[config.mk]
export PLATFORM = sky130hd
export DESIGN_NAME = pwm_deadtime_gen
export DESIGN_NICKNAME = d
export VERILOG_FILES = /design/src/rtl/pwm_deadtime_gen_pkg.sv /design/src/rtl/sync_2ff.sv /design/src/rtl/pwm_deadtime_gen.sv
export SDC_FILE = /design/constraint.sdc
export NUM_CORES = 1
export LEC_CHECK = 0
export CORE_MARGIN = 2
export CORE_UTILIZATION = 50
export DETAILED_ROUTE_END_ITERATION = 10
export PLACE_DENSITY = 0.77
export SLEW_MARGIN = 15
export SYNTH_ARGS = -nofsm -noshare
export SYNTH_HDL_FRONTEND = slang
export SYNTH_SLANG_ARGS = --single-unit
[constraint.sdc]
create_clock -name clk -period 2.44 [get_ports clk]
set_clock_uncertainty 0.2 [all_clocks]
set_input_delay 0.488 -clock clk [delete_from_list [all_inputs] [get_ports clk]]
set_output_delay 0.488 -clock clk [all_outputs]
set_load 0.01 [all_outputs]
[src/rtl/pwm_deadtime_gen_pkg.sv]
`default_nettype none
// ============================================================================
//  Module      : pwm_deadtime_gen_pkg
//  Description : Shared state encoding and default widths for the half-bridge
//                dead-time generator and the SPWM top level that uses it.
//  Revision    : 1.0  initial release
// ============================================================================
package pwm_deadtime_gen_pkg;

   // Default width of the dead-time input and the dead-time counter
   localparam int DT_WIDTH_DEFAULT = 8;

   // Bridge state; the encodings are fixed so other blocks can decode them
   typedef enum logic [2:0] {
      ST_OFF   = 3'd0,
      ST_DEAD  = 3'd1,
      ST_HS_ON = 3'd2,
      ST_LS_ON = 3'd3,
      ST_FAULT = 3'd4
   } pwm_state_e;

endpackage : pwm_deadtime_gen_pkg
`default_nettype wire

[src/rtl/sync_2ff.sv]
`default_nettype none
// ============================================================================
//  Module      : sync_2ff
//  Description : Generic two-flop synchronizer for asynchronous inputs, with a
//                selectable value driven while in reset.
//  Revision    : 1.0  initial release
// ============================================================================
module sync_2ff #(
   parameter int   WIDTH   = 1,
   parameter logic RST_VAL = 1'b1
) (
   input  logic             clk,
   input  logic             rst_n,
   input  logic [WIDTH-1:0] async_i,
   output logic [WIDTH-1:0] sync_o
);

   logic [WIDTH-1:0] meta_q;
   logic [WIDTH-1:0] sync_q;

   // First flop may go metastable; second flop gives it a cycle to settle
   always_ff @(posedge clk or negedge rst_n) begin
      if (!rst_n) begin
         meta_q <= {WIDTH{RST_VAL}};
         sync_q <= {WIDTH{RST_VAL}};
      end else begin
         meta_q <= async_i;
         sync_q <= meta_q;
      end
   end

   assign sync_o = sync_q;

endmodule : sync_2ff
`default_nettype wire

[src/rtl/pwm_deadtime_gen.sv]
`default_nettype none
// ============================================================================
//  Module      : pwm_deadtime_gen
//  Description : Turns a single-ended PWM command into complementary high-side
//                and low-side gate drives with programmable dead time, enable
//                gating and a latched fault shutdown.
//  Revision    : 1.0  initial release
// ============================================================================
module pwm_deadtime_gen
   import pwm_deadtime_gen_pkg::*;
#(
   parameter int DT_WIDTH = DT_WIDTH_DEFAULT
) (
   input  logic                clk,
   input  logic                rst_n,
   input  logic                pwm_in,
   input  logic [DT_WIDTH-1:0] dead_time,
   input  logic                enable,
   input  logic                fault_n,
   input  logic                fault_clear,
   output logic                hs_out,
   output logic                ls_out,
   output logic                fault_latched
);

   pwm_state_e          state_q;
   pwm_state_e          state_d;
   logic [DT_WIDTH-1:0] cnt_q;
   logic [DT_WIDTH-1:0] cnt_d;
   logic [DT_WIDTH-1:0] dt_eff;
   logic                pwm_q;
   logic                flt_s;
   logic                hs_q;
   logic                ls_q;
   logic                flt_q;

   // fault_n is asynchronous to clk; idle (no fault) value while in reset
   sync_2ff #(
      .WIDTH   (1),
      .RST_VAL (1'b1)
   ) u_fault_sync (
      .clk     (clk),
      .rst_n   (rst_n),
      .async_i (fault_n),
      .sync_o  (flt_s)
   );

   // A programmed dead time of zero still gives one both-low cycle
   assign dt_eff = (dead_time == '0) ? DT_WIDTH'(1) : dead_time;

   // Next-state logic: fault beats enable, enable beats normal switching
   always_comb begin
      state_d = state_q;
      cnt_d   = cnt_q;
      if ((state_q != ST_FAULT) && !flt_s) begin
         state_d = ST_FAULT;
      end else if ((state_q != ST_FAULT) && !enable) begin
         state_d = ST_OFF;
      end else begin
         case (state_q)
            ST_OFF: begin
               // enable is known high here: start with a full dead time
               state_d = ST_DEAD;
               cnt_d   = dt_eff;
            end
            ST_HS_ON: begin
               if (!pwm_q) begin
                  state_d = ST_DEAD;
                  cnt_d   = dt_eff;
               end
            end
            ST_LS_ON: begin
               if (pwm_q) begin
                  state_d = ST_DEAD;
                  cnt_d   = dt_eff;
               end
            end
            ST_DEAD: begin
               // The side is picked at expiry, so short pulses are absorbed
               if (cnt_q <= DT_WIDTH'(1)) begin
                  state_d = pwm_q ? ST_HS_ON : ST_LS_ON;
               end else begin
                  cnt_d = cnt_q - DT_WIDTH'(1);
               end
            end
            ST_FAULT: begin
               if (fault_clear && flt_s) begin
                  state_d = ST_OFF;
               end
            end
            default: begin
               state_d = ST_OFF;
            end
         endcase
      end
   end

   // State, counter, input register and glitch-free registered output decodes
   always_ff @(posedge clk or negedge rst_n) begin
      if (!rst_n) begin
         state_q <= ST_OFF;
         cnt_q   <= '0;
         pwm_q   <= 1'b0;
         hs_q    <= 1'b0;
         ls_q    <= 1'b0;
         flt_q   <= 1'b0;
      end else begin
         state_q <= state_d;
         cnt_q   <= cnt_d;
         pwm_q   <= pwm_in;
         hs_q    <= (state_d == ST_HS_ON);
         ls_q    <= (state_d == ST_LS_ON);
         flt_q   <= (state_d == ST_FAULT);
      end
   end

   assign hs_out        = hs_q;
   assign ls_out        = ls_q;
   assign fault_latched = flt_q;

endmodule : pwm_deadtime_gen
`default_nettype wire
==> key figures <==
CTS
  • CTS tree: done
  • CTS resizes: 0
  • Clock buffer depth: 2
  • Num CTS Buffers: 3
  • Cts hold-fix bufs: 0
  • Clock tree root buffer cell: clkbuf_4
  • Worst skew pair latency: 0.30 ns
  • H-tree level count: 1
  • Clk sink count: 17
  • Postcts setup bufs: 0
  • Clock slew at the register clock pins of the worst setup and hold paths: 0.11 ns

Floorplanning
  • Die width: 47.2 µm
  • DIE HEIGHT: 47.2 µm
  • Die area: 2230 µm²
  • Initial Util: 0.535
  • I/O pin count: 17
  • Placeable core area: 1750 µm²
  • Cell Rows: 15

Critical path
  • WP data required: 2.44 ns
  • Worst Path Buf+Inv: 2
  • CP Capture Type: register
  • Worst path cell trace: inv_1 > ha_1 > or2_1 > a32oi_1 > buf_4 > o211ai_1 > o2bb2ai_1
  • Critical path data arrival time: 2.04 ns
  • Max FO, Critical Path: 8
  • Slowest stage delay, CP: 0.37 ns
  • Crit-path leading delay family: compound AO/OA/AOI/OAI gates
  • Startpoint types: register
  • WS Path Type: register to register
  • Critical Path Slowest Stage Cell: dfrtp_1

Timing
  • Final period demand of the worst path: 2.04 ns
  • Fin Hold WS: 0.162 ns
  • Final worst-path cycle share: 0.837
  • RSZ-0062 raised after global routing: no
  • Fin Setup TNS: 0 ns
  • Tightest Pin Transition: 0.554 ns
  • Final setup violation count: 0
  • Fmax: 0.490 GHz
  • Final Max Slew Viols: 0
  • Final hold violation count: 0
  • Slew HR: 0.629

Logic synthesis
  • Synthesized cell area: 935 µm²
  • Prevailing post-synth register cell: dfrtp_1
  • Share of the synthesized area in the top cell type: 0.402
  • #FFs+latches synth: 17
  • Synth Area per Inst: 10.5 µm²
  • Most common cell in the netlist: dfrtp_1
  • Commonest cells post-synth: 15 x dfrtp_1, 6 x a21oi_1, 5 x nand2_1, 5 x nand3_1, 4 x inv_1
  • Count of different cell masters after synthesis: 44
  • Yosys warns: 0
  • FFs w/ async S/R, synth: 1.00
  • Synth area leaders: dfrtp_1 40%, dfstp_2 5.6%, a21oi_1 3.2%
  • Area leader, netlist: dfrtp_1
  • Synthesized instance count: 89
  • EDFF count, synth: 0
  • Syn_nets: 105
  • Sequential area share after synthesis: 0.458

Flow run
  • Max-cap violations: 0

Finish
  • Nets: 125
  • Area delta synth->final: 22.9%
  • Share of layout cells above drive strength 1: 0.176
  • Antenna diodes: 0

GRT
  • Global route total overflow: 0
  • Vias in the first global route: 700
  • First-pass GRT wire length: 3030 µm
  • Initial antenna violation count: 0
  • Gr usage total: 0.198
  • Largest net degree at the start of global routing: 18

Power and ir drop
  • Power share of the clock group: 0.235
  • Int Pwr: 460 µW
  • Max VDD drop: 0.391 mV
  • Switching power: 210 µW
  • Gate power share: 0.220
  • Power per cell area: 583 nW/µm²
  • Reg power frac: 0.545
  • Sw Ratio: 0.314
  • Leakage: 0.000449 µW

Worst hold path
  • Hold Path Class: register to register

Detailed routing
  • Routed met2 length: 857 µm
  • DRC viols: 0
  • Post-Route WL: 1890 µm
  • Routed Antenna Nets: 0
  • M1 WL: 874 µm
  • Routed len/inst: 14.2 µm
  • Vias per Instance: 5.92
  • Via count: 787
  • First-pass iteration count of the detailed router: 4
  • Met3 routed WL: 125 µm
  • DR top layer: met4
  • Initial DRC Count: 22

Place
  • Number of buffers added on ports: 16
  • DP HPWL: 1370 µm
  • Gpl congestion: 0.874

Outcome
  • Status: finished clean
## worst paths after layout
kind / startpoint / end / slack (ns) / cells after the start
worst max-delay path: cnt_q[0] / cnt_q[2] / 0.40 / 7
worst min-delay path: u_fault_sync.meta_q / u_fault_sync.sync_o / 0.16 / 0
worst max register to register: cnt_q[0] / cnt_q[2] / 0.40 / 7
worst min register to register: u_fault_sync.meta_q / u_fault_sync.sync_o / 0.16 / 0
max in group asynchronous: rst_n / u_fault_sync.meta_q / 1.49 / 2
min in group asynchronous: rst_n / cnt_q[7] / 0.29 / 2
## sequential cells by signal, summed over array words and instances (netlist names)
name	cells
cnt_q	8
hs_out	1
u_fault_sync.sync_o	1
u_fault_sync.meta_q	1
ls_out	1
fault_latched	1
pwm_q	1
state_q	3
## power by group through the flow
stage                     Clock [µW]  Combinational (µW)  Sequential, µW
after floorplan                    0                97.6             359
after global placement             0                 145             368
after detailed placement           0                 148             369
after CTS                        157                 149             364
after global routing             169                 164             371
final                            158                 147             365
## through the flow
stage               cells  utilization  total power, µW  setup slack (ns)  area, µm²
floorplan              89            -              457             0.578        935
global placement      129        0.642              513             0.275       1120
detailed placement    129        0.642              517             0.251       1120
CTS                   133        0.658              669             0.401       1150
global route          133        0.658              703             0.253       1150
finish                133        0.658              670             0.398       1150
## layout by cell type, fill, tap and decap left out, types with 3 or more instances in the layout
cell type        count
clkdlybuf4s50_1     16
dfrtp_1             15
a21oi_1              6
nand3_1              5
nand2_1              5
inv_1                4
nor2_1               3
o2bb2ai_1            3
a31oi_1              3
clkbuf_4             3
buf_4                3
## area by class of cell
cell class,count,area (µm²)
inverter,4,15.0
timing repair buffer,19,183
clock inverter,1,5.00
multi-input combinational,64,464
fill,147,597
tap,25,31.3
sequential,17,428
clock buffer,3,22.5
## cells by family (layout without fill, tap and decap cells)
family | after synthesis | count (layout) | share of synthesized area
adder cells (fa/ha/maj) | 2 | 2 | 0.0268
buffers and inverters | 8 | 27 | 0.0455
multiplexers | 1 | 1 | 0.0120
flip-flops | 17 | 17 | 0.458
AND/OR/NAND/NOR | 34 | 34 | 0.248
AO/OA/AOI/OAI | 26 | 26 | 0.201
XOR/XNOR | 1 | 1 | 0.00937
## layer usage
layer | up-vias | GRT usage
li1 | 379 | -
met1 | 371 | 0.289
met2 | 32 | 0.276
met3 | 5 | 0.0385
met4 | 0 | 0.100
met5 | - | 0
Note: power is estimated with default switching activity, not from simulation.
